### config.mk
export PLATFORM = sky130hd
export DESIGN_NAME = tl_buffer_ad_flat
export DESIGN_NICKNAME = d
export VERILOG_FILES = /design/src/rtl/tl_edge_pkg.sv /design/src/rtl/tl_buffer_ad_if.sv /design/src/rtl/tl_buf_queue.sv /design/src/rtl/tl_buffer_ad.sv /design/src/flat_wrapper.sv
export SDC_FILE = /design/constraint.sdc
export NUM_CORES = 1
export LEC_CHECK = 0
export CORE_MARGIN = 5
export CORE_UTILIZATION = 41
export CTS_BUF_LIST = sky130_fd_sc_hd__clkbuf_8
export CTS_CLUSTER_DIAMETER = 120
export DETAILED_ROUTE_END_ITERATION = 16
export PLACE_DENSITY = 0.73
export SYNTH_ARGS = -nofsm -noshare
export SYNTH_HDL_FRONTEND = slang
export SYNTH_SLANG_ARGS = --single-unit
export TNS_END_PERCENT = 30
### constraint.sdc
create_clock -name clock -period 10.1 [get_ports clock]
set_input_delay 1.515 -clock clock [delete_from_list [all_inputs] [get_ports clock]]
set_output_delay 1.515 -clock clock [all_outputs]
set_load 0.01 [all_outputs]
### src/rtl/tl_edge_pkg.sv
// TileLink-UL edge description shared by the A/D buffer: field widths,
// packed beat layouts and pack/unpack helpers.
package tl_edge_pkg;

  localparam int OPCODE_W  = 3;
  localparam int A_PARAM_W = 3;
  localparam int D_PARAM_W = 2;
  localparam int SIZE_W    = 3;
  localparam int SOURCE_W  = 5;
  localparam int ADDR_W    = 31;
  localparam int DATA_W    = 64;
  localparam int MASK_W    = 8;
  localparam int SINK_W    = 1;

  // Payload widths are the exact sum of the channel fields so every bit
  // of a beat is carried through the queue unchanged.
  localparam int A_PAYLOAD_W = OPCODE_W + A_PARAM_W + SIZE_W + SOURCE_W +
                               ADDR_W + MASK_W + DATA_W + 1;
  localparam int D_PAYLOAD_W = OPCODE_W + D_PARAM_W + SIZE_W + SOURCE_W +
                               SINK_W + 1 + DATA_W + 1;

  // A-channel beat, most significant field first.
  typedef struct packed {
    logic [OPCODE_W-1:0]  opcode;
    logic [A_PARAM_W-1:0] param;
    logic [SIZE_W-1:0]    size;
    logic [SOURCE_W-1:0]  source;
    logic [ADDR_W-1:0]    address;
    logic [MASK_W-1:0]    mask;
    logic [DATA_W-1:0]    data;
    logic                 corrupt;
  } tl_a_t;

  // D-channel beat, most significant field first.
  typedef struct packed {
    logic [OPCODE_W-1:0]  opcode;
    logic [D_PARAM_W-1:0] param;
    logic [SIZE_W-1:0]    size;
    logic [SOURCE_W-1:0]  source;
    logic [SINK_W-1:0]    sink;
    logic                 denied;
    logic [DATA_W-1:0]    data;
    logic                 corrupt;
  } tl_d_t;

  function automatic logic [A_PAYLOAD_W-1:0] pack_a(input tl_a_t beat);
    return beat;
  endfunction

  function automatic tl_a_t unpack_a(input logic [A_PAYLOAD_W-1:0] payload);
    return tl_a_t'(payload);
  endfunction

  function automatic logic [D_PAYLOAD_W-1:0] pack_d(input tl_d_t beat);
    return beat;
  endfunction

  function automatic tl_d_t unpack_d(input logic [D_PAYLOAD_W-1:0] payload);
    return tl_d_t'(payload);
  endfunction

endpackage

### src/rtl/tl_buffer_ad_if.sv
// One TileLink-UL A/D edge. The master modport is the client view
// (drives A, accepts D); the slave modport is the manager view.
//
// Handshake: a beat transfers on a rising clock edge where valid and
// ready are both 1. A source never waits for ready before raising valid,
// and once valid is high it and the payload hold until that transfer.
interface tl_buffer_ad_if;
  import tl_edge_pkg::*;

  logic                 a_valid;
  logic                 a_ready;
  logic [OPCODE_W-1:0]  a_bits_opcode;
  logic [A_PARAM_W-1:0] a_bits_param;
  logic [SIZE_W-1:0]    a_bits_size;
  logic [SOURCE_W-1:0]  a_bits_source;
  logic [ADDR_W-1:0]    a_bits_address;
  logic [MASK_W-1:0]    a_bits_mask;
  logic [DATA_W-1:0]    a_bits_data;
  logic                 a_bits_corrupt;

  logic                 d_valid;
  logic                 d_ready;
  logic [OPCODE_W-1:0]  d_bits_opcode;
  logic [D_PARAM_W-1:0] d_bits_param;
  logic [SIZE_W-1:0]    d_bits_size;
  logic [SOURCE_W-1:0]  d_bits_source;
  logic [SINK_W-1:0]    d_bits_sink;
  logic                 d_bits_denied;
  logic [DATA_W-1:0]    d_bits_data;
  logic                 d_bits_corrupt;

  modport master (
    output a_valid, a_bits_opcode, a_bits_param, a_bits_size, a_bits_source,
           a_bits_address, a_bits_mask, a_bits_data, a_bits_corrupt,
    input  a_ready,
    input  d_valid, d_bits_opcode, d_bits_param, d_bits_size, d_bits_source,
           d_bits_sink, d_bits_denied, d_bits_data, d_bits_corrupt,
    output d_ready
  );

  modport slave (
    input  a_valid, a_bits_opcode, a_bits_param, a_bits_size, a_bits_source,
           a_bits_address, a_bits_mask, a_bits_data, a_bits_corrupt,
    output a_ready,
    output d_valid, d_bits_opcode, d_bits_param, d_bits_size, d_bits_source,
           d_bits_sink, d_bits_denied, d_bits_data, d_bits_corrupt,
    input  d_ready
  );

endinterface

### src/rtl/tl_buf_queue.sv
// Registered FIFO used for one TileLink channel. Ready and valid come
// purely from internal state, so no combinational path crosses it.
module tl_buf_queue #(
  parameter int WIDTH = 8,
  parameter int DEPTH = 2
) (
  input  logic             clock,
  input  logic             reset,
  input  logic             enq_valid,
  output logic             enq_ready,
  input  logic [WIDTH-1:0] enq_data,
  output logic             deq_valid,
  input  logic             deq_ready,
  output logic [WIDTH-1:0] deq_data
);

  // A one-entry queue still carries a 1-bit pointer that stays at zero.
  localparam int PTR_W = (DEPTH > 1) ? $clog2(DEPTH) : 1;
  localparam logic [PTR_W-1:0] LAST_PTR = PTR_W'(DEPTH - 1);

  logic [WIDTH-1:0] mem [DEPTH];
  logic [PTR_W-1:0] wr_ptr;
  logic [PTR_W-1:0] rd_ptr;
  logic             maybe_full;
  logic             ptr_match;
  logic             empty;
  logic             full;
  logic             do_enq;
  logic             do_deq;

  // Explicit wrap so non power-of-two depths cycle through 0..DEPTH-1.
  function automatic logic [PTR_W-1:0] next_ptr(input logic [PTR_W-1:0] ptr);
    return (ptr == LAST_PTR) ? '0 : ptr + PTR_W'(1);
  endfunction

  // Occupancy flags; full refuses an enqueue even if a dequeue is in flight.
  always_comb begin
    ptr_match = (wr_ptr == rd_ptr);
    empty     = ptr_match && !maybe_full;
    full      = ptr_match && maybe_full;
    enq_ready = !full;
    deq_valid = !empty;
    do_enq    = enq_valid && enq_ready;
    do_deq    = deq_valid && deq_ready;
    deq_data  = mem[rd_ptr];
  end

  // Storage array; left unreset since empty flags mask its contents.
  always_ff @(posedge clock) begin
    if (do_enq) begin
      mem[wr_ptr] <= enq_data;
    end
  end

  // Pointer and full-tracking state.
  always_ff @(posedge clock) begin
    if (reset) begin
      wr_ptr     <= '0;
      rd_ptr     <= '0;
      maybe_full <= 1'b0;
    end else begin
      if (do_enq) begin
        wr_ptr <= next_ptr(wr_ptr);
      end
      if (do_deq) begin
        rd_ptr <= next_ptr(rd_ptr);
      end
      if (do_enq != do_deq) begin
        maybe_full <= do_enq;
      end
    end
  end

endmodule

### src/rtl/tl_buffer_ad.sv
// Registered TileLink-UL A/D buffer: one queue per channel, fields packed
// into a flat beat on the way in and unpacked unchanged on the way out.
module tl_buffer_ad
  import tl_edge_pkg::*;
#(
  parameter int A_DEPTH = 2,
  parameter int D_DEPTH = 2
) (
  input  logic           clock,
  input  logic           reset,
  tl_buffer_ad_if.slave  auto_in,
  tl_buffer_ad_if.master auto_out
);

  tl_a_t                  a_in_beat;
  tl_a_t                  a_out_beat;
  tl_d_t                  d_in_beat;
  tl_d_t                  d_out_beat;
  logic [A_PAYLOAD_W-1:0] a_deq_payload;
  logic [D_PAYLOAD_W-1:0] d_deq_payload;

  // Gather the upstream A fields and the downstream D fields into beats.
  always_comb begin
    a_in_beat.opcode  = auto_in.a_bits_opcode;
    a_in_beat.param   = auto_in.a_bits_param;
    a_in_beat.size    = auto_in.a_bits_size;
    a_in_beat.source  = auto_in.a_bits_source;
    a_in_beat.address = auto_in.a_bits_address;
    a_in_beat.mask    = auto_in.a_bits_mask;
    a_in_beat.data    = auto_in.a_bits_data;
    a_in_beat.corrupt = auto_in.a_bits_corrupt;
    d_in_beat.opcode  = auto_out.d_bits_opcode;
    d_in_beat.param   = auto_out.d_bits_param;
    d_in_beat.size    = auto_out.d_bits_size;
    d_in_beat.source  = auto_out.d_bits_source;
    d_in_beat.sink    = auto_out.d_bits_sink;
    d_in_beat.denied  = auto_out.d_bits_denied;
    d_in_beat.data    = auto_out.d_bits_data;
    d_in_beat.corrupt = auto_out.d_bits_corrupt;
  end

  tl_buf_queue #(
    .WIDTH (A_PAYLOAD_W),
    .DEPTH (A_DEPTH)
  ) u_a_queue (
    .clock     (clock),
    .reset     (reset),
    .enq_valid (auto_in.a_valid),
    .enq_ready (auto_in.a_ready),
    .enq_data  (pack_a(a_in_beat)),
    .deq_valid (auto_out.a_valid),
    .deq_ready (auto_out.a_ready),
    .deq_data  (a_deq_payload)
  );

  tl_buf_queue #(
    .WIDTH (D_PAYLOAD_W),
    .DEPTH (D_DEPTH)
  ) u_d_queue (
    .clock     (clock),
    .reset     (reset),
    .enq_valid (auto_out.d_valid),
    .enq_ready (auto_out.d_ready),
    .enq_data  (pack_d(d_in_beat)),
    .deq_valid (auto_in.d_valid),
    .deq_ready (auto_in.d_ready),
    .deq_data  (d_deq_payload)
  );

  assign a_out_beat = unpack_a(a_deq_payload);
  assign d_out_beat = unpack_d(d_deq_payload);

  assign auto_out.a_bits_opcode  = a_out_beat.opcode;
  assign auto_out.a_bits_param   = a_out_beat.param;
  assign auto_out.a_bits_size    = a_out_beat.size;
  assign auto_out.a_bits_source  = a_out_beat.source;
  assign auto_out.a_bits_address = a_out_beat.address;
  assign auto_out.a_bits_mask    = a_out_beat.mask;
  assign auto_out.a_bits_data    = a_out_beat.data;
  assign auto_out.a_bits_corrupt = a_out_beat.corrupt;

  assign auto_in.d_bits_opcode   = d_out_beat.opcode;
  assign auto_in.d_bits_param    = d_out_beat.param;
  assign auto_in.d_bits_size     = d_out_beat.size;
  assign auto_in.d_bits_source   = d_out_beat.source;
  assign auto_in.d_bits_sink     = d_out_beat.sink;
  assign auto_in.d_bits_denied   = d_out_beat.denied;
  assign auto_in.d_bits_data     = d_out_beat.data;
  assign auto_in.d_bits_corrupt  = d_out_beat.corrupt;

endmodule

### src/flat_wrapper.sv
// flat-port wrapper written by rule: the top's interface ports become plain ports
module tl_buffer_ad_flat import tl_edge_pkg::*;
#(
  parameter int A_DEPTH = 2,
  parameter int D_DEPTH = 2
)
  (clock, reset, auto_in_a_valid, auto_in_a_bits_opcode, auto_in_a_bits_param, auto_in_a_bits_size, auto_in_a_bits_source, auto_in_a_bits_address, auto_in_a_bits_mask, auto_in_a_bits_data, auto_in_a_bits_corrupt, auto_in_a_ready, auto_in_d_valid, auto_in_d_bits_opcode, auto_in_d_bits_param, auto_in_d_bits_size, auto_in_d_bits_source, auto_in_d_bits_sink, auto_in_d_bits_denied, auto_in_d_bits_data, auto_in_d_bits_corrupt, auto_in_d_ready, auto_out_a_valid, auto_out_a_bits_opcode, auto_out_a_bits_param, auto_out_a_bits_size, auto_out_a_bits_source, auto_out_a_bits_address, auto_out_a_bits_mask, auto_out_a_bits_data, auto_out_a_bits_corrupt, auto_out_a_ready, auto_out_d_valid, auto_out_d_bits_opcode, auto_out_d_bits_param, auto_out_d_bits_size, auto_out_d_bits_source, auto_out_d_bits_sink, auto_out_d_bits_denied, auto_out_d_bits_data, auto_out_d_bits_corrupt, auto_out_d_ready);
  tl_buffer_ad_if auto_in_i ();
  tl_buffer_ad_if auto_out_i ();
  input  logic clock;
  input  logic reset;
  input wire logic [$bits(auto_in_i.a_valid)-1:0] auto_in_a_valid;
  input wire logic [$bits(auto_in_i.a_bits_opcode)-1:0] auto_in_a_bits_opcode;
  input wire logic [$bits(auto_in_i.a_bits_param)-1:0] auto_in_a_bits_param;
  input wire logic [$bits(auto_in_i.a_bits_size)-1:0] auto_in_a_bits_size;
  input wire logic [$bits(auto_in_i.a_bits_source)-1:0] auto_in_a_bits_source;
  input wire logic [$bits(auto_in_i.a_bits_address)-1:0] auto_in_a_bits_address;
  input wire logic [$bits(auto_in_i.a_bits_mask)-1:0] auto_in_a_bits_mask;
  input wire logic [$bits(auto_in_i.a_bits_data)-1:0] auto_in_a_bits_data;
  input wire logic [$bits(auto_in_i.a_bits_corrupt)-1:0] auto_in_a_bits_corrupt;
  output wire logic [$bits(auto_in_i.a_ready)-1:0] auto_in_a_ready;
  output wire logic [$bits(auto_in_i.d_valid)-1:0] auto_in_d_valid;
  output wire logic [$bits(auto_in_i.d_bits_opcode)-1:0] auto_in_d_bits_opcode;
  output wire logic [$bits(auto_in_i.d_bits_param)-1:0] auto_in_d_bits_param;
  output wire logic [$bits(auto_in_i.d_bits_size)-1:0] auto_in_d_bits_size;
  output wire logic [$bits(auto_in_i.d_bits_source)-1:0] auto_in_d_bits_source;
  output wire logic [$bits(auto_in_i.d_bits_sink)-1:0] auto_in_d_bits_sink;
  output wire logic [$bits(auto_in_i.d_bits_denied)-1:0] auto_in_d_bits_denied;
  output wire logic [$bits(auto_in_i.d_bits_data)-1:0] auto_in_d_bits_data;
  output wire logic [$bits(auto_in_i.d_bits_corrupt)-1:0] auto_in_d_bits_corrupt;
  input wire logic [$bits(auto_in_i.d_ready)-1:0] auto_in_d_ready;
  output wire logic [$bits(auto_out_i.a_valid)-1:0] auto_out_a_valid;
  output wire logic [$bits(auto_out_i.a_bits_opcode)-1:0] auto_out_a_bits_opcode;
  output wire logic [$bits(auto_out_i.a_bits_param)-1:0] auto_out_a_bits_param;
  output wire logic [$bits(auto_out_i.a_bits_size)-1:0] auto_out_a_bits_size;
  output wire logic [$bits(auto_out_i.a_bits_source)-1:0] auto_out_a_bits_source;
  output wire logic [$bits(auto_out_i.a_bits_address)-1:0] auto_out_a_bits_address;
  output wire logic [$bits(auto_out_i.a_bits_mask)-1:0] auto_out_a_bits_mask;
  output wire logic [$bits(auto_out_i.a_bits_data)-1:0] auto_out_a_bits_data;
  output wire logic [$bits(auto_out_i.a_bits_corrupt)-1:0] auto_out_a_bits_corrupt;
  input wire logic [$bits(auto_out_i.a_ready)-1:0] auto_out_a_ready;
  input wire logic [$bits(auto_out_i.d_valid)-1:0] auto_out_d_valid;
  input wire logic [$bits(auto_out_i.d_bits_opcode)-1:0] auto_out_d_bits_opcode;
  input wire logic [$bits(auto_out_i.d_bits_param)-1:0] auto_out_d_bits_param;
  input wire logic [$bits(auto_out_i.d_bits_size)-1:0] auto_out_d_bits_size;
  input wire logic [$bits(auto_out_i.d_bits_source)-1:0] auto_out_d_bits_source;
  input wire logic [$bits(auto_out_i.d_bits_sink)-1:0] auto_out_d_bits_sink;
  input wire logic [$bits(auto_out_i.d_bits_denied)-1:0] auto_out_d_bits_denied;
  input wire logic [$bits(auto_out_i.d_bits_data)-1:0] auto_out_d_bits_data;
  input wire logic [$bits(auto_out_i.d_bits_corrupt)-1:0] auto_out_d_bits_corrupt;
  output wire logic [$bits(auto_out_i.d_ready)-1:0] auto_out_d_ready;
  assign auto_in_i.a_valid = auto_in_a_valid;
  assign auto_in_i.a_bits_opcode = auto_in_a_bits_opcode;
  assign auto_in_i.a_bits_param = auto_in_a_bits_param;
  assign auto_in_i.a_bits_size = auto_in_a_bits_size;
  assign auto_in_i.a_bits_source = auto_in_a_bits_source;
  assign auto_in_i.a_bits_address = auto_in_a_bits_address;
  assign auto_in_i.a_bits_mask = auto_in_a_bits_mask;
  assign auto_in_i.a_bits_data = auto_in_a_bits_data;
  assign auto_in_i.a_bits_corrupt = auto_in_a_bits_corrupt;
  assign auto_in_a_ready = auto_in_i.a_ready;
  assign auto_in_d_valid = auto_in_i.d_valid;
  assign auto_in_d_bits_opcode = auto_in_i.d_bits_opcode;
  assign auto_in_d_bits_param = auto_in_i.d_bits_param;
  assign auto_in_d_bits_size = auto_in_i.d_bits_size;
  assign auto_in_d_bits_source = auto_in_i.d_bits_source;
  assign auto_in_d_bits_sink = auto_in_i.d_bits_sink;
  assign auto_in_d_bits_denied = auto_in_i.d_bits_denied;
  assign auto_in_d_bits_data = auto_in_i.d_bits_data;
  assign auto_in_d_bits_corrupt = auto_in_i.d_bits_corrupt;
  assign auto_in_i.d_ready = auto_in_d_ready;
  assign auto_out_a_valid = auto_out_i.a_valid;
  assign auto_out_a_bits_opcode = auto_out_i.a_bits_opcode;
  assign auto_out_a_bits_param = auto_out_i.a_bits_param;
  assign auto_out_a_bits_size = auto_out_i.a_bits_size;
  assign auto_out_a_bits_source = auto_out_i.a_bits_source;
  assign auto_out_a_bits_address = auto_out_i.a_bits_address;
  assign auto_out_a_bits_mask = auto_out_i.a_bits_mask;
  assign auto_out_a_bits_data = auto_out_i.a_bits_data;
  assign auto_out_a_bits_corrupt = auto_out_i.a_bits_corrupt;
  assign auto_out_i.a_ready = auto_out_a_ready;
  assign auto_out_i.d_valid = auto_out_d_valid;
  assign auto_out_i.d_bits_opcode = auto_out_d_bits_opcode;
  assign auto_out_i.d_bits_param = auto_out_d_bits_param;
  assign auto_out_i.d_bits_size = auto_out_d_bits_size;
  assign auto_out_i.d_bits_source = auto_out_d_bits_source;
  assign auto_out_i.d_bits_sink = auto_out_d_bits_sink;
  assign auto_out_i.d_bits_denied = auto_out_d_bits_denied;
  assign auto_out_i.d_bits_data = auto_out_d_bits_data;
  assign auto_out_i.d_bits_corrupt = auto_out_d_bits_corrupt;
  assign auto_out_d_ready = auto_out_i.d_ready;
  tl_buffer_ad #(.A_DEPTH(A_DEPTH), .D_DEPTH(D_DEPTH)) u_core (.clock(clock), .reset(reset), .auto_in(auto_in_i), .auto_out(auto_out_i));
endmodule
==> impl_metrics.toml, run 1 <==
[outcome]
status = "completed"

[setup_path]
worst-setup-path-type = "reg2out"
worst_ep_required_time_ps = 8590
path_buf_inv = 2
critPathTopFamily = "buffers and inverters"
cp_num_cells = 3
critical-path-max-stage-delay_ps = 850
endpoint_kind = "primary output"
reg2regPathDepth = 4
crit_path_cell_trace = "buf_4 > mux2_2 > clkdlybuf4s50_1"
cp_max_fo = 69
reg2reg_slack_ps = 7430
worst_setup_path_start_kind = "register"
cp.arrival_ps = 3300
crit_slowest_cell = "buf_4"
r2r_start = "u_core.u_a_queue.maybe_full$_SDFFE_PP0P_"
rr_endpoint = "u_core.u_a_queue.mem[0][14]$_DFFE_PP_"

[clocking]
cts-root-buf = "clkbuf_8"
h-tree-depth = 3
path_clk_slew_ps = 60
cts_max_path_buffers = 3
holdBufCountCts = 0
cts_tree = "built"
post_cts_buffers = 0
cts.sinks = 404
numCtsBuffers = 67
insertion_delay_ps = 590
cts_resized = 0

[detailed_routing]
wire_per_inst_um = 21.6
routed_wl_mm = 35.2
dr.pass1.iters = 4
drtIter0Drc = 382
vias = 7862
ant_nets = 0
drc_errors = 0
viasPerCell = 4.81

[timing]
fin_ws_ps = 5290
fin_crit_ps = 4810
report.final.slew_viol_count = 0
max_freq_mhz = 208
setup_viol = 0
finClkSkew_ps = 17.8
rsz0062_at_grt = "false"
hold_slack_ps = 588
tightestPinTransition_ps = 1090
hold_violations = 0
period_share = 0.476
fin_tns_setup_ps = 0
relSlewSlack = 0.275

[hold_path]
min_from = "u_core.u_d_queue.wr_ptr$_SDFFE_PP0P_"
holdPathStages = 2
hp-class = "reg2reg"
hold_end = "u_core.u_d_queue.wr_ptr$_SDFFE_PP0P_"

[floorplan]
die_h_um = 199
core_area_um2 = 35500
die_w_um = 199
row_count = 69
io_pins = 406
initial_core_util = 0.415
die_area_um2 = 39800

[synth]
synth_cell_type_count = 20
synth_fp_nets = 865
ys_seq_area_frac = 0.819
avgSynthCellArea_um2 = 22.3
synth-warning-count = 0
synth_seq_cells = 404
synthTopCellsByArea = "edfxtp_1, mux2_2, mux2_4, dfxtp_1, buf_2"
synth_cells = 661
netlist_area_um2 = 14700
synth_area_leader_cell = "edfxtp_1"
synth.top_cell.area_share = 0.808

[pwr]
p_per_area_nw_per_um2 = 185
p_leak_nw = 6.92
swShare = 0.230
peakVddDrop_uv = 140
p_clk_frac = 0.336
seq_power_share = 0.526
pwr-share-comb = 0.138
internal_power_mw = 2.92
p_switching_mw = 0.872

[grt]
antenna_found_initial = 5
grt_pass1_vias = 8633
gr-usage-all-layers = 0.171
grt_max_degree = 81
grt_overflow = 0
grt_pass1_wl_mm = 50.6

[placement]
place_inst = 1511
dpl_worst_slack_ps = 5730
portBuffers = 405
routabilityCongestion = 0.812
place.detailed.hpwl_mm = 24.3

[flow_run]
maxCapViolations = 0

[final_layout]
nNetsFinal = 1323
final_cells = 1634
layout-drive-gt1-share = 0.253
area_growth_pct = 39.2
-- worst min-delay path: cells and delay by family, from the launching register on --
kind / cells / cell delay [ps]
compound gates: 1 / 60
flops: 1 / 350
simple gates: 1 / 120
-- through the flow --
step,area [µm²],power [mW],util
floorplan,14700,2.25,-
global placement,19300,2.55,0.544
detailed placement,19300,2.56,0.544
CTS,20500,3.85,0.577
global route,20500,3.97,0.577
finish,20500,3.79,0.578
-- registers in the layout, summed over array words and instances, names as in the netlist, named ones only --
register,count
u_core.u_d_queue.maybe_full,1
u_core.u_d_queue.mem,160
u_core.u_a_queue.maybe_full,1
u_core.u_d_queue.rd_ptr,1
u_core.u_a_queue.rd_ptr,1
u_core.u_a_queue.mem,236
u_core.u_d_queue.wr_ptr,1
u_core.u_a_queue.wr_ptr,1
-- layout make-up --
class / count / area, µm²
repair buffers: 412 / 4110
multi-input cells: 234 / 2560
diodes: 5 / 12.5
well taps: 461 / 577
clock buffers: 68 / 936
fillers: 2660 / 15000
clock inverters: 50 / 249
flip-flops and latches: 404 / 12100
-- cells in the mapped netlist --
master and count:
a31oi_1 2, buf_6 4, dfxtp_1 8, mux2_4 20
a211oi_1 4, buf_1 1, nand2_1 6, xnor2_1 2
edfxtp_1 396, nor2b_1 2, nand3b_1 4, mux2_2 178
a311oi_1 2, nand2b_1 2, o21bai_1 2, and3_1 2
nor2_1 4, buf_2 18, or2_2 2, nor3b_1 2
-- cells by family (layout without fill, tap and decap cells) --
family | count (synthesis) | in the layout | synth area share
AOI/OAI and AO/OA | 10 | 10 | 0.00510
other | 0 | 5 | 0
xor gates and xnor gates | 2 | 2 | 0.00119
DFF | 404 | 404 | 0.819
buffers and inverters | 23 | 530 | 0.00943
muxes | 198 | 198 | 0.157
and+or+nand+nor | 24 | 24 | 0.00901
-- power groups by stage --
stage / clock [mW] / combinational, mW / sequential [mW]
after floorplan: 0 / 0.222 / 2.03
after global placement: 0 / 0.523 / 2.03
after detailed placement: 0 / 0.527 / 2.03
after CTS: 1.32 / 0.532 / 2.00
after global routing: 1.41 / 0.555 / 2.00
final: 1.27 / 0.522 / 2.00
-- worst max-delay path by stage --
| stage | from | to | slack (ps) |
|---|---|---|---|
| finish | register | auto_out_a_bits_data[9] | 5290 |
| global route | register | auto_out_a_bits_data[14] | 5100 |
| floorplan | auto_out_d_valid | u_core.u_d_queue.mem[0][0]$_DFFE_PP_ | 2190 |
| global placement | auto_in_a_valid | u_core.u_a_queue.mem[0][27]$_DFFE_PP_ | 5790 |
| detailed placement | auto_in_a_valid | u_core.u_a_queue.mem[0][23]$_DFFE_PP_ | 5730 |
| CTS | register | auto_out_a_bits_data[9] | 5150 |
-- layer usage --
metal  routed length, µm  global-route usage  vias up
met3                4960              0.0980       46
met2               16900               0.285      389
li1                    -                   -     3584
met1               12600               0.183     3839
met5                  27                   0        -
met4                 775              0.0624        4
-- placed cells by master (no fill, tap or decap), drive strengths merged --
master,Yosys,routed
clkdlybuf4s50,0,405
edfxtp,396,396
mux2,198,198
clkbuf,0,68
clkinv,0,25
inv,0,18
dfxtp,8,8
buf,23,7
nand2,6,6
clkinvlp,0,6
diode,0,5
nor2,4,4
a211oi,4,4
nand3b,4,4
xnor2,2,2
and3,2,2
nor2b,2,2
nand2b,2,2
or2,2,2
a311oi,2,2
o21bai,2,2
a31oi,2,2
nor3b,2,2
bufinv,0,1
No activity file was read; power rests on OpenSTA's default activity.
==> inputs of run 2 (changes only) <==
==> constraint.sdc (replaced) <==
create_clock -name clock -period 4.29 [get_ports clock]
set_input_delay 0.6435 -clock clock [delete_from_list [all_inputs] [get_ports clock]]
set_output_delay 0.6435 -clock clock [all_outputs]
set_load 0.01 [all_outputs]
==> run 2 against run 1 <==
Compared with the run above: clock skew rose by 2.3 ps; critical path type unchanged; core utilization rose by 0.25 points; sequential power is 140% higher.
==> impl_metrics.toml, run 2 (synthesis results as in run 1) <==
[final_layout]
layout-drive-gt1-share = 0.258
multi_input_area_um2 = 2560
largest_registers = "u_core.u_a_queue.mem: 236 flops, u_core.u_d_queue.mem: 160 flops"
nNetsFinal = 1332
largest_register_ffs = 236
area_growth_pct = 39.8
regArea_um2 = 12100
final_common_cell = "clkdlybuf4s50_1"
mostFrequentLayoutCells = "clkdlybuf4s50_1, edfxtp_1, mux2_2"
largest-register = "u_core.u_a_queue.mem"
n_fill_cell = 2631

[detailed_routing]
vias = 7926
dr.pass1.iters = 5
ant_nets = 0
drc_errors = 0
viasPerCell = 4.84
wire_per_inst_um = 21.6
routed_wl_mm = 35.4
drtIter0Drc = 403

[timing]
setup_viol = 0
period_share = 0.788
rsz0062_at_grt = "false"
relSlewSlack = 0.491
fin_tns_setup_ps = 0
hold_violations = 0
report.final.slew_viol_count = 0
fin_ws_ps = 910
fin_crit_ps = 3380
finClkSkew_ps = 20.0
tightestPinTransition_ps = 764
max_freq_mhz = 296

[floorplan]
initial_core_util = 0.415
io_pins = 406
die_area_um2 = 39800
row_count = 69
die_h_um = 199
core_area_um2 = 35500
die_w_um = 199

[pwr]
p_switching_mw = 2.06
p_leak_nw = 6.99
seq_power_share = 0.529
p_per_area_nw_per_um2 = 432
swShare = 0.231
pwr-share-comb = 0.139
internal_power_mw = 6.84
p_clk_frac = 0.332
peakVddDrop_uv = 289

[grt]
gr-usage-all-layers = 0.172
grt_pass1_vias = 8611
grt_pass1_wl_mm = 50.9
grt_max_degree = 115
antenna_found_initial = 3
grt_overflow = 0

[hold_path]
hp-class = "reg2reg"

[setup_path]
rr_endpoint = "u_core.u_d_queue.mem[0][17]$_DFFE_PP_"
worst-setup-path-type = "reg2out"
crit_slowest_cell = "dfxtp_4"
cp_max_fo = 44
cp_num_cells = 3
r2r_start = "u_core.u_d_queue.maybe_full$_SDFFE_PP0P_"
reg2regPathDepth = 3
critPathTopFamily = "buffers and inverters"
worst_setup_path_start_kind = "register"
reg2reg_slack_ps = 2330
path_buf_inv = 2
cp-endpoint = "auto_out_a_bits_data[38]"
worst_ep_required_time_ps = 3650
cp.arrival_ps = 2740
crit_path_cell_trace = "buf_4 > mux2_2 > clkdlybuf4s50_1"
endpoint_kind = "primary output"
critical-path-max-stage-delay_ps = 740

[placement]
routabilityCongestion = 0.814
place.detailed.hpwl_mm = 24.9
portBuffers = 405
dpl_worst_slack_ps = 1460

[clocking]
numCtsBuffers = 67
post_cts_buffers = 0
cts.sinks = 404
insertion_delay_ps = 600
holdBufCountCts = 0
cts_tree = "built"
h-tree-depth = 3
path_clk_slew_ps = 60
cts-root-buf = "clkbuf_8"
cts_resized = 0
cts_max_path_buffers = 3

[outcome]
status = "completed"

[flow_run]
maxCapViolations = 0
run 2: cell types whose count changed in the layout (fill, tap and decap cells not counted), sizes merged:
cell	change
inv	+4
clkinvlp	-2
bufinv	-1
clkbuf	+1
buf	+9
clkinv	-3
diode	-3
run 2: area by class of cell:
cell class | instances | share of cell area
Clock inverter | 48 | 0.0107
Clock buffer | 69 | 0.0461
Timing Repair Buffer | 421 | 0.205
Tap cell | 461 | 0.0280
Multi-Input combinational cell | 234 | 0.124
Antenna cell | 2 | 0.000243
Sequential cell | 404 | 0.586
run 2: how the worst min path moves through the flow:
stage	startpoint	endpoint	slack, ps	cells after the start
6_report	u_core.u_d_queue.maybe_full$_SDFFE_PP0P_	u_core.u_d_queue.maybe_full$_SDFFE_PP0P_	590	2
5_1_grt	auto_in_a_bits_size[2]	u_core.u_a_queue.mem[1][111]$_DFFE_PP_	570	1
4_1_cts	auto_in_a_bits_data[4]	u_core.u_a_queue.mem[0][5]$_DFFE_PP_	550	1
3_5_place_dp	u_core.u_a_queue.maybe_full$_SDFFE_PP0P_	u_core.u_a_queue.maybe_full$_SDFFE_PP0P_	570	2
3_3_place_gp	u_core.u_d_queue.maybe_full$_SDFFE_PP0P_	u_core.u_d_queue.maybe_full$_SDFFE_PP0P_	560	2
2_1_floorplan	u_core.u_d_queue.wr_ptr$_SDFFE_PP0P_	u_core.u_d_queue.wr_ptr$_SDFFE_PP0P_	530	2
run 2: worst min-delay path, stage by stage, from the launching register on:
cell	delay, ps
dfxtp_1	360
nand3b_1	100
a31oi_1	70
run 2: through the flow:
step                      hold WS, ps  instance area (µm²)  cells   util  total power, mW
final                             585                20600   1639  0.580             8.90
after global routing              568                20600   1637  0.580             9.29
after CTS                         547                20600   1637  0.580             9.03
after detailed placement          569                19400   1520  0.547             6.04
after global placement            561                19400   1520  0.547             6.02
after floorplan                   525                14700    661      -             5.28
run 2: metal layers:
metal,share of wire,vias up,global-route usage
li1,-,3594,-
met1,0.37,3865,0.196
met2,0.47,404,0.277
met3,0.14,57,0.0951
met4,0.019,6,0.0558
met5,0.0012,-,0
run 2: power by group through the flow:
stage               Sequential (mW)  Combinational, mW  Clock, mW
floorplan                      4.76              0.526          0
global route                   4.73               1.32       3.25
finish                         4.71               1.24       2.95
CTS                            4.71               1.26       3.06
detailed placement             4.79               1.25          0
global placement               4.78               1.24          0
==> RTL change 1: new RTL, config.mk and constraints of run 1 <==
Set the package constant `SIZE_W` to 6 (it was 3).
--- a/src/rtl/tl_edge_pkg.sv
+++ b/src/rtl/tl_edge_pkg.sv
@@ -5,7 +5,7 @@
   localparam int OPCODE_W  = 3;
   localparam int A_PARAM_W = 3;
   localparam int D_PARAM_W = 2;
-  localparam int SIZE_W    = 3;
+  localparam int SIZE_W    = 6;
   localparam int SOURCE_W  = 5;
   localparam int ADDR_W    = 31;
   localparam int DATA_W    = 64;
Ports: changed (resized auto_in_a_bits_size, auto_in_d_bits_size, auto_out_a_bits_size and auto_out_d_bits_size); port bits go from 406 to 418. No check against the original RTL was run, so the function may have changed too.
==> RTL change 1 against run 1 <==
Die area rose by 2.6%; clock skew rose by 0.0027 ns; synthesized area rose by 2.7%; utilization fell by 0.36 points; power rose by 1.8%; via count rose by 2.2%; sequential cell count rose by 12; design area rose by 2.3%; setup slack improved by 0.033 ns; count of clock-buffer cells in the layout rose by 5; routed wire length fell by 0.73%; largest cell class unchanged; largest power group unchanged.
==> RTL change 1: results (changes against run 1) <==
\begin{tabular}{lr}
\hline
Metric & Value \\
\hline
\multicolumn{2}{l}{\textbf{GRT}} \\
Met3 track demand over resource in global routing & 8.58\% (was 9.80\%) \\
Met1 track demand over resource in global routing & 19.3\% (was 18.3\%) \\
Global-route wire length before repair & 51300 um (was 50600 um) \\
Via count of the first global-routing pass & 8777 (was 8633) \\
\multicolumn{2}{l}{\textbf{Placed design}} \\
Post-detail-place hpwl & 24100 um (was 24300 um) \\
Placed instance count & 1548 (was 1511) \\
Pre-CTS setup slack & 5.60 ns (was 5.73 ns) \\
Input/output buffers & 417 (was 405) \\
Placer congestion estimate & 0.775 (was 0.812) \\
\multicolumn{2}{l}{\textbf{Final layout}} \\
Layout cell share with drive strength beyond 1 & 24.9\% (was 25.3\%) \\
Post-layout nets & 1360 (was 1323) \\
\multicolumn{2}{l}{\textbf{Route}} \\
Wire length on met1 & 13200 um (was 12600 um) \\
Total Wirelength & 35000 um (was 35200 um) \\
Total length of routed met3 wires & 4550 um (was 4960 um) \\
Detailed Route Iter0 Violations & 408 (was 382) \\
Routed met2 length & 16300 um (was 16900 um) \\
\multicolumn{2}{l}{\textbf{Yosys}} \\
Post-synthesis net count & 889 (was 865) \\
Seq/Total Area, Yosys & 82.1\% (was 81.9\%) \\
\multicolumn{2}{l}{\textbf{Pwr}} \\
Power Total & 3.86 mW (was 3.79 mW) \\
Sequential group share of total power & 53.3\% (was 52.6\%) \\
Reported combinational group power & 526 uW (was 522 uW) \\
Leakage & 7.07 nW (was 6.92 nW) \\
Switching portion of total power & 22.6\% (was 23.0\%) \\
\multicolumn{2}{l}{\textbf{Min path}} \\
Min-delay src & u\_core.u\_d\_queue.maybe\_full (was u\_core.u\_d\_queue.wr\_ptr) \\
\multicolumn{2}{l}{\textbf{Run status}} \\
Status & completed (unchanged) \\
\multicolumn{2}{l}{\textbf{Setup path}} \\
Peak fanout along the critical path & 65 (was 69) \\
WP data arrival & 3.26 ns (was 3.30 ns) \\
\hline
\end{tabular}
==> RTL change 1: cell count changes after synthesis <==
cell | before | now
sky130_fd_sc_hd__mux2_2 | 178 | 204
sky130_fd_sc_hd__mux2_4 | 20 | 0
sky130_fd_sc_hd__buf_2 | 18 | 5
sky130_fd_sc_hd__edfxtp_1 | 396 | 408
sky130_fd_sc_hd__buf_4 | 0 | 8
sky130_fd_sc_hd__buf_6 | 4 | 9
==> RTL change 1: logic make-up (layout without fill, tap and decap cells) <==
family,Yosys count,after routing,share of synthesized area (%)
other,0,1,0
and+or+nand+nor,24,24,0.877
buffers and inverters,23,538,1.26
muxes,204,204,15.2
AOI/OAI and AO/OA,10,10,0.496
DFF,416,416,82.1
xor gates and xnor gates,2,2,0.116
==> RTL change 1: final cells by class <==
type / count / area, um2 / area share [%]
well taps: 468 / 586 / 2.79
repair buffers: 424 / 4230 / 20.2
clock buffers: 73 / 1000 / 4.79
flip-flops and latches: 416 / 12400 / 59.2
clock inverters: 41 / 176 / 0.842
diodes: 1 / 2.50 / 0.0119
multi-input cells: 240 / 2550 / 12.2
==> RTL change 1: path summary, 6_finish.rpt <==
kind | slack, ns | to | cells past startpoint
worst min register to register | 0.59 | u_core.u_d_queue.maybe_full | 2
worst max-delay path | 5.32 | auto_out_a_bits_data[27] | 3
worst min-delay path | 0.59 | u_core.u_d_queue.maybe_full | 2
worst max register to register | 7.27 | u_core.u_a_queue.mem[0][24] | 4
==> RTL change 1: worst min-delay path: stages, from the launching register on <==
cell and delay, ns:
sky130_fd_sc_hd__dfxtp_1 0.36, sky130_fd_sc_hd__nand3b_1 0.11, sky130_fd_sc_hd__a31oi_1 0.07
==> RTL change 2: new RTL, flow settings as in run 1 <==
Made on the original files. Make the reset (`reset`) asynchronous in one clocked block.
--- a/src/rtl/tl_buf_queue.sv
+++ b/src/rtl/tl_buf_queue.sv
@@ -53,7 +53,7 @@
   end
 
   // Pointer and full-tracking state.
-  always_ff @(posedge clock) begin
+  always_ff @(posedge clock or posedge reset) begin
     if (reset) begin
       wr_ptr     <= '0;
       rd_ptr     <= '0;
Formal check against the unedited RTL: differs if reset is asserted again (counterexample within 4 cycles, from zero or initial values and one cycle with reset high); with reset held inactive, the same outputs for 4 cycles.
==> RTL change 2 against run 1 <==
Synthesized area up 1.7%; worst hold slack better by 0.069 ns; setup slack worse by 0.29 ns; routed wire length down 3.0%; global-route usage down 0.86 points; die area up 1.6%; sequential cell count down 2; design area up 0.68%; critical endpoint is now auto_out_a_bits_address[15].
Power is not compared: it rests on default switching activity, and its combinational part moved more than twofold at a synthesized area within 25%.
==> RTL change 2: results (changes against run 1) <==
\begin{tabular}{lr}
\hline
Metric & Value \\
\hline
\multicolumn{2}{l}{\textbf{Final layout}} \\
Post-layout nets & 1319 (was 1323) \\
Fillers & 2704 (was 2660) \\
Layout cell share with drive strength beyond 1 & 25.3\% (about the same) \\
\multicolumn{2}{l}{\textbf{Yosys}} \\
Largest cells by area after synthesis & sky130\_fd\_sc\_hd\_\_edfxtp\_1 (79\%), sky130\_fd\_sc\_hd\_\_mux2\_2 (9.1\%), sky130\_fd\_sc\_hd\_\_mux2\_4 (7.8\%) (was sky130\_fd\_sc\_hd\_\_edfxtp\_1 (81\%), sky130\_fd\_sc\_hd\_\_mux2\_2 (14\%), sky130\_fd\_sc\_hd\_\_mux2\_4 (2.0\%)) \\
Most frequent cells after synthesis & sky130\_fd\_sc\_hd\_\_edfxtp\_1 (396), sky130\_fd\_sc\_hd\_\_mux2\_2 (121), sky130\_fd\_sc\_hd\_\_mux2\_4 (78) (was sky130\_fd\_sc\_hd\_\_edfxtp\_1 (396), sky130\_fd\_sc\_hd\_\_mux2\_2 (178), sky130\_fd\_sc\_hd\_\_mux2\_4 (20)) \\
Seq/Total Area, Yosys & 80.5\% (was 81.9\%) \\
Async set-or-reset flop fraction in the synthesized netlist & 1.49\% (was 0\%) \\
\multicolumn{2}{l}{\textbf{Min path}} \\
Worst Hold Endpoint & u\_core.u\_a\_queue.wr\_ptr (was u\_core.u\_d\_queue.wr\_ptr) \\
Min-delay src & u\_core.u\_a\_queue.wr\_ptr (was u\_core.u\_d\_queue.wr\_ptr) \\
Cells on Worst Hold Path & 1 (was 2) \\
\multicolumn{2}{l}{\textbf{Setup path}} \\
Reg2reg path depth & 3 (was 4) \\
Worst-case register-to-register setup slack & 6.84 ns (was 7.43 ns) \\
Peak fanout along the critical path & 66 (was 69) \\
Endpoint of the worst register-to-register path & u\_core.u\_a\_queue.mem[0][104] (was u\_core.u\_a\_queue.mem[0][14]) \\
Startpoint of the worst register-to-register path & u\_core.u\_a\_queue.rd\_ptr (was u\_core.u\_a\_queue.maybe\_full) \\
WP data arrival & 3.59 ns (was 3.30 ns) \\
\multicolumn{2}{l}{\textbf{Route}} \\
Average wire length per cell after detail routing & 21.1 um (was 21.6 um) \\
Total length of routed met3 wires & 4230 um (was 4960 um) \\
Wire length on met1 & 13900 um (was 12600 um) \\
\multicolumn{2}{l}{\textbf{GRT}} \\
Largest net degree at the start of global routing & 73 (was 81) \\
Number of antenna violations at the first check in global routing & 2 (was 5) \\
Via count of the first global-routing pass & 8325 (was 8633) \\
\multicolumn{2}{l}{\textbf{Timing}} \\
Transition at the pin with the smallest max-transition slack & 1.06 ns (was 1.09 ns) \\
Worst hold slack after final layout & 0.657 ns (was 0.588 ns) \\
Clock tree skew after final layout & 0.0214 ns (was 0.0178 ns) \\
\multicolumn{2}{l}{\textbf{Run status}} \\
Status & completed (unchanged) \\
\multicolumn{2}{l}{\textbf{Placed design}} \\
Placer congestion estimate & 0.787 (was 0.812) \\
\hline
\end{tabular}
## RTL change 2: per-layer routing
metal  track usage, %  vias to the layer above
li1                 -                     3533
met1             20.1                     3778
met2             24.7                      386
met3             8.84                       35
met4             5.09                        4
met5                0                        -
## RTL change 2: logic make-up after synthesis
kind of cell,after synthesis,synth area share (%)
XOR/XNOR,2,0.117
AND/OR/NAND/NOR,10,0.293
AO/OA/AOI/OAI,11,0.493
flip-flops,402,80.5
multiplexers,201,17.1
buffers and inverters,30,1.56
## RTL change 2: area by class of cell
| cell class | count | area (um2) | area share [%] |
|---|---|---|---|
| clock buffers | 71 | 977 | 4.74 |
| repair buffers | 412 | 4110 | 19.9 |
| flip-flops and latches | 402 | 12000 | 58.4 |
| clock inverters | 35 | 171 | 0.831 |
| diodes | 1 | 2.50 | 0.0121 |
| multi-input cells | 224 | 2720 | 13.2 |
| well taps | 468 | 586 | 2.84 |
| inverters | 7 | 26.3 | 0.127 |
## RTL change 2: worst max-delay path by stage
stage                                  from                     endpoint  slack [ns]  depth (start not counted)
CTS                 u_core.u_a_queue.rd_ptr  auto_out_a_bits_address[15]        4.92                          3
global route        u_core.u_a_queue.rd_ptr  auto_out_a_bits_address[15]        4.82                          3
detailed placement  u_core.u_a_queue.rd_ptr  auto_out_a_bits_address[15]        5.59                          3
finish              u_core.u_a_queue.rd_ptr  auto_out_a_bits_address[15]        4.99                          3
floorplan                  auto_out_d_valid   u_core.u_d_queue.mem[0][0]        2.04                          2
global placement    u_core.u_a_queue.rd_ptr   auto_out_a_bits_address[6]        5.68                          3
## RTL change 2: power by group through the flow
stage / combinational [mW] / sequential, mW / clock [mW]
3_3_place_gp: 1.98 / 2.46 / 0
3_5_place_dp: 2.00 / 2.47 / 0
5_1_grt: 2.09 / 2.47 / 1.38
6_report: 1.98 / 2.44 / 1.26
2_1_floorplan: 1.11 / 2.41 / 0
4_1_cts: 2.01 / 2.44 / 1.30
## RTL change 2: critical path: cells and delay by family (launching register included)
family | cells | cell delay [ns]
flops | 1 | 1.09
buf+inv | 2 | 1.39
mux | 1 | 0.36
## RTL change 2: through the flow
stage               area, um2  power [mW]  instances  setup WS, ns
floorplan               15000        3.52        656          2.04
global placement        19500        4.44       1513          5.68
detailed placement      19500        4.47       1513          5.59
CTS                     20600        5.75       1619          4.92
global route            20600        5.94       1619          4.82
finish                  20600        5.67       1620          4.99
